`src/rtl/pc_fetch.sv`:
```
// pc_fetch: program-counter and instruction-fetch front end.
// Drives a synchronous program ROM and handles jumps, calls, returns and
// skips through a 2-entry return stack. Stall holds the presented word.
// Every redirect costs one bubble.
module pc_fetch #(
    parameter logic [10:0] RESET_VECTOR = 11'h7FF,
    parameter logic [11:0] NOP_WORD     = 12'h000
) (
    input  logic        clk,
    input  logic        rst,
    input  logic        stall,
    input  logic        jmp_en,
    input  logic [10:0] jmp_addr,
    input  logic        call_en,
    input  logic        ret_en,
    input  logic        skip,
    output logic [10:0] rom_addr,
    input  logic [11:0] rom_data,
    output logic [11:0] instr,
    output logic        instr_valid,
    output logic [10:0] pc_out,
    output logic        stack_ovf,
    output logic        stack_unf
);

    typedef enum logic [2:0] {
        RD_NONE,
        RD_RET,
        RD_CALL,
        RD_JMP,
        RD_SKIP
    } redir_t;

    redir_t      redir;
    logic [10:0] s0;
    logic [10:0] s1;
    logic [1:0]  depth;
    logic        hold_valid;
    logic [11:0] hold_reg;
    logic [10:0] ret_addr;

    assign ret_addr = pc_out + 11'd1;

    // Pick the winning redirect; only a valid presented instruction may redirect.
    always_comb begin
        redir = RD_NONE;
        if (instr_valid) begin
            if (ret_en)       redir = RD_RET;
            else if (call_en) redir = RD_CALL;
            else if (jmp_en)  redir = RD_JMP;
            else if (skip)    redir = RD_SKIP;
        end
    end

    // Presented word: the held copy while stalled, otherwise the ROM output or a bubble.
    always_comb begin
        if (hold_valid)       instr = hold_reg;
        else if (instr_valid) instr = rom_data;
        else                  instr = NOP_WORD;
    end

    // Fetch pointer, return stack and sticky flags.
    always_ff @(posedge clk or posedge rst) begin
        if (rst) begin
            rom_addr    <= RESET_VECTOR;
            pc_out      <= RESET_VECTOR;
            instr_valid <= 1'b0;
            s0          <= 11'd0;
            s1          <= 11'd0;
            depth       <= 2'd0;
            hold_valid  <= 1'b0;
            hold_reg    <= NOP_WORD;
            stack_ovf   <= 1'b0;
            stack_unf   <= 1'b0;
        end else if (stall) begin
            // rom_data moves on to the next word after one edge, so capture the current one.
            if (!hold_valid) begin
                hold_reg   <= instr;
                hold_valid <= 1'b1;
            end
        end else begin
            hold_valid <= 1'b0;
            case (redir)
                RD_RET: begin
                    rom_addr    <= s0;
                    instr_valid <= 1'b0;
                    s0          <= s1;
                    if (depth == 2'd0) stack_unf <= 1'b1;
                    else               depth     <= depth - 2'd1;
                end
                RD_CALL: begin
                    rom_addr    <= jmp_addr;
                    instr_valid <= 1'b0;
                    s1          <= s0;
                    s0          <= ret_addr;
                    if (depth == 2'd2) stack_ovf <= 1'b1;
                    else               depth     <= depth + 2'd1;
                end
                RD_JMP: begin
                    rom_addr    <= jmp_addr;
                    instr_valid <= 1'b0;
                end
                RD_SKIP: begin
                    // The word already in flight is the skipped one; fetch past it.
                    rom_addr    <= rom_addr + 11'd1;
                    instr_valid <= 1'b0;
                end
                default: begin
                    pc_out      <= rom_addr;
                    rom_addr    <= rom_addr + 11'd1;
                    instr_valid <= 1'b1;
                end
            endcase
        end
    end

endmodule

```
`config.mk`:
```
export PLATFORM = sky130hd
export DESIGN_NAME = pc_fetch
export DESIGN_NICKNAME = d
export VERILOG_FILES = /design/src/rtl/pc_fetch.sv
export SDC_FILE = /design/constraint.sdc
export NUM_CORES = 1
export LEC_CHECK = 0
export CELL_PAD_IN_SITES_DETAIL_PLACEMENT = 0
export CELL_PAD_IN_SITES_GLOBAL_PLACEMENT = 1
export CORE_ASPECT_RATIO = 1.25
export CORE_MARGIN = 5
export CORE_UTILIZATION = 52
export DETAILED_ROUTE_END_ITERATION = 16
export DONT_BUFFER_PORTS = 1
export PLACE_DENSITY_LB_ADDON = 0.05
export SLEW_MARGIN = 20
export SYNTH_ARGS = -nofsm -noshare
export SYNTH_HDL_FRONTEND = slang
export SYNTH_SLANG_ARGS = --single-unit
export TNS_END_PERCENT = 30
```
`constraint.sdc`:
```
create_clock -name clk -period 3.2 [get_ports clk]
set_input_delay 0.16 -clock clk [delete_from_list [all_inputs] [get_ports clk]]
set_output_delay 0.16 -clock clk [all_outputs]
set_load 0.02 [all_outputs]
```
==> reports/metrics.yaml <==
outcome:
  outcome: "completed"
synth:
  yosysSeqAreaShare: 0.4901
  ys.flop_type: "dfrtp_1"
  yosys_warnings: 0
  syn_nets: 347
  synth_top_area_share: 0.3107
  syn_inst: 315
  ys_types: 50
  yosys-top-cells-area: "dfrtp_1 (31%), dfstp_2 (18%), nand2_1 (5.9%)"
  synthesis.area_um2: 3222
  avgSynthCellArea_um2: 10.23
  yosysTopAreaCell: "dfrtp_1"
  async_reset_ff_frac: 1.000
  synth_seq_cells: 62
  synth-edff-count: 0
drt:
  dr.pass1.iters: 4
  drc: 0
  postRouteAntennaNets: 0
  routed_wl_mm: 7.634
  avgRoutedWirePerCell_um: 18.44
  drt_iter0_markers: 116
  viasPerCell: 5.700
  via_count: 2360
worst_setup_path:
  cp_max_fo: 21
  reg2reg_slack_ns: 0.90
  path_delay_family: "simple AND/OR/NAND/NOR gates"
  cp.required_ns: 3.41
  crit_chain: "nor2b_1 > o21ai_1 > buf_4 > nand2b_1 > mux2_2"
  end_kind: "flip-flop"
  max_stage_delay_ns: 0.70
  slowest_stage: "nand2b_1"
  critPathBufInv: 1
  r2r_cells: 5
  crit-reg2reg-launch: "instr_valid"
  cp-start-kind: "flip-flop"
  worstReg2RegEnd: "s1[5]"
  crit_start: "instr_valid"
  critPathArrivalTime_ns: 2.52
  critPathKind: "reg -> reg"
placed_design:
  io_buffers: 0
  gp_congestion: 0.7652
  dp_hpwl_mm: 5.228
sta:
  period_minus_slack_ns: 2.303
  fmax_ghz: 0.4343
  worst_hold_slack_ns: 0.01185
  fin_crit_sh: 0.7196
  slew_headroom: 0.3188
  clock_skew_ns: 0.01288
  finalSetupTns_ns: 0
  worst_pin_slew_ns: 1.013
  finalHoldViolCount: 0
  slew_viol_final: 0
  grt_setup_unrepaired: "no"
  setup-violations-final: 0
layout:
  fillerInstances: 550
  seqCellArea_um2: 1579
  final_net_count: 356
  largest_register_ffs: 12
  syn_to_final_growth_pct: 10.91
  multi_input_area_um2: 1499
  drive_above_1_share: 0.2097
  diodes: 0
floorplanning:
  design.core.area_um2: 6086
  initial_utilization: 0.5294
  fp.dieH_um: 98.01
  fp-row-count: 32
  floorplan.die_area_um2: 7880
  die_x_um: 80.41
  io_pins: 67
clock_tree:
  cts_repair_resize_count: 0
  cts_tree: "yes"
  cts-root-buf: "clkbuf_8"
  cts_buffers: 9
  cts_sinks: 62
  cts_setup_buffers: 0
  clockBufferDepth: 2
  clock_latency_ns: 0.34
  h-tree-depth: 3
  path_clk_slew_ns: 0.07
power_and_ir_drop:
  leakagePower_nw: 1.548
  ir_drop_uv: 416.7
  powerDensity_nw_per_um2: 757.6
grt:
  grt_usage: 0.2063
  antenna_found_initial: 0
  grt_pass1_vias: 2391
  grt.overflow.total: 0
  grt_max_degree: 41
  grt_pass1_wl_mm: 12.43
worst_hold_path:
  hold_depth: 2
  hold_path.class: "in -> reg"
  hp-start: "ret_en"
  whs_endpoint: "s0[10]"
job:
  drv_cap: 0
timing repair:
action                                  in CTS  in global routing
endpoints found under the hold margin       31                  0
endpoints found under the setup margin       0                  0
hold buffers                                14                  0
kinds of logic (layout without fill, tap and decap cells):
kind of cell	count (synthesis)	after routing	synth area share
compound gates	88	88	0.1779
flops	62	62	0.4901
buf+inv	31	45	0.04466
xor+xnor	9	9	0.02447
mux	30	30	0.1157
fa+ha+maj	2	2	0.007766
simple gates	93	93	0.1394
placed cells by master (no fill, tap or decap), types with 4 or more instances in the layout:
| master | n |
|---|---|
| and2_1 | 4 |
| dfrtp_1 | 40 |
| xnor2_1 | 7 |
| mux2i_1 | 8 |
| o21ai_0 | 35 |
| mux2_4 | 12 |
| a221oi_1 | 4 |
| inv_1 | 11 |
| dlygate4sd3_1 | 14 |
| o31a_1 | 4 |
| dfstp_2 | 22 |
| a31oi_1 | 4 |
| a21oi_1 | 10 |
| nor3_1 | 4 |
| nor2_1 | 5 |
| a22oi_1 | 5 |
| nand3_1 | 6 |
| nand2_1 | 51 |
| clkbuf_8 | 12 |
| nand4_1 | 5 |
| mux2_2 | 10 |
| a21o_1 | 7 |
area by class of cell:
class,count,area share
Clock buffer,15,0.04937
Clock inverter,1,0.001401
Inverter,12,0.01261
Multi-Input combinational cell,222,0.4195
Sequential cell,62,0.4419
Tap cell,85,0.02976
Timing Repair Buffer,17,0.04552
per-layer routing:
layer	track usage	vias to the layer above	wire length, um	part of all wire
met2	0.3310	56	3613	0.47
met4	0.05722	0	72	0.0094
met1	0.2600	1145	3367	0.44
li1	-	1150	-	-
met3	0.07749	9	580	0.076
met5	0	-	0	0
power by group:
group	total, mW	switching (mW)	internal, mW
Combinational	0.586	0.280	0.306
Clock	0.636	0.291	0.345
Sequential	1.49	0.412	1.07
Yosys cell counts, types with 3 or more instances:
master	n
a32oi_1	3
a22oi_1	5
mux2_2	10
o21ai_0	36
nand4_1	5
a31oi_1	4
mux2_4	12
dfstp_2	22
a21oi_1	10
o31ai_1	3
mux2i_1	8
and2_1	4
buf_2	4
o31a_1	4
a221oi_1	4
nor2_1	5
a21o_1	7
nor3_1	4
clkbuf_1	11
nand2_1	51
xnor2_1	7
inv_1	12
and3_1	3
nand3_1	6
dfrtp_1	40
worst register-to-register path, delay by kind of cell, from the launching register on:
family | cells | cell delay [ns]
AO/OA/AOI/OAI | 1 | 0.07
buffers and inverters | 1 | 0.24
flip-flops | 1 | 0.53
multiplexers | 1 | 0.42
AND/OR/NAND/NOR | 2 | 0.93
through the flow:
| step | instances | instance area [um^2] | setup WS (ns) | total power, mW | utilization |
|---|---|---|---|---|---|
| after global routing | 414 | 3573 | 0.7811 | 2.884 | 0.5872 |
| after floorplan | 315 | 3222 | 1.355 | 1.915 | - |
| after detailed placement | 384 | 3252 | 0.8935 | 2.076 | 0.5343 |
| final | 414 | 3573 | 0.8974 | 2.707 | 0.5872 |
| after global placement | 384 | 3252 | 0.9090 | 2.059 | 0.5343 |
| after CTS | 414 | 3573 | 0.8908 | 2.732 | 0.5872 |
worst max-delay path by stage:
stage | slack [ns] | endpoint | cells after the start
after floorplan | 1.35 | s1[0] | 7
after global placement | 0.91 | s1[5] | 5
after detailed placement | 0.89 | s1[4] | 5
after CTS | 0.89 | s1[5] | 5
after global routing | 0.78 | s1[4] | 5
final | 0.90 | s1[5] | 5
(Power assumes the default switching activity.)
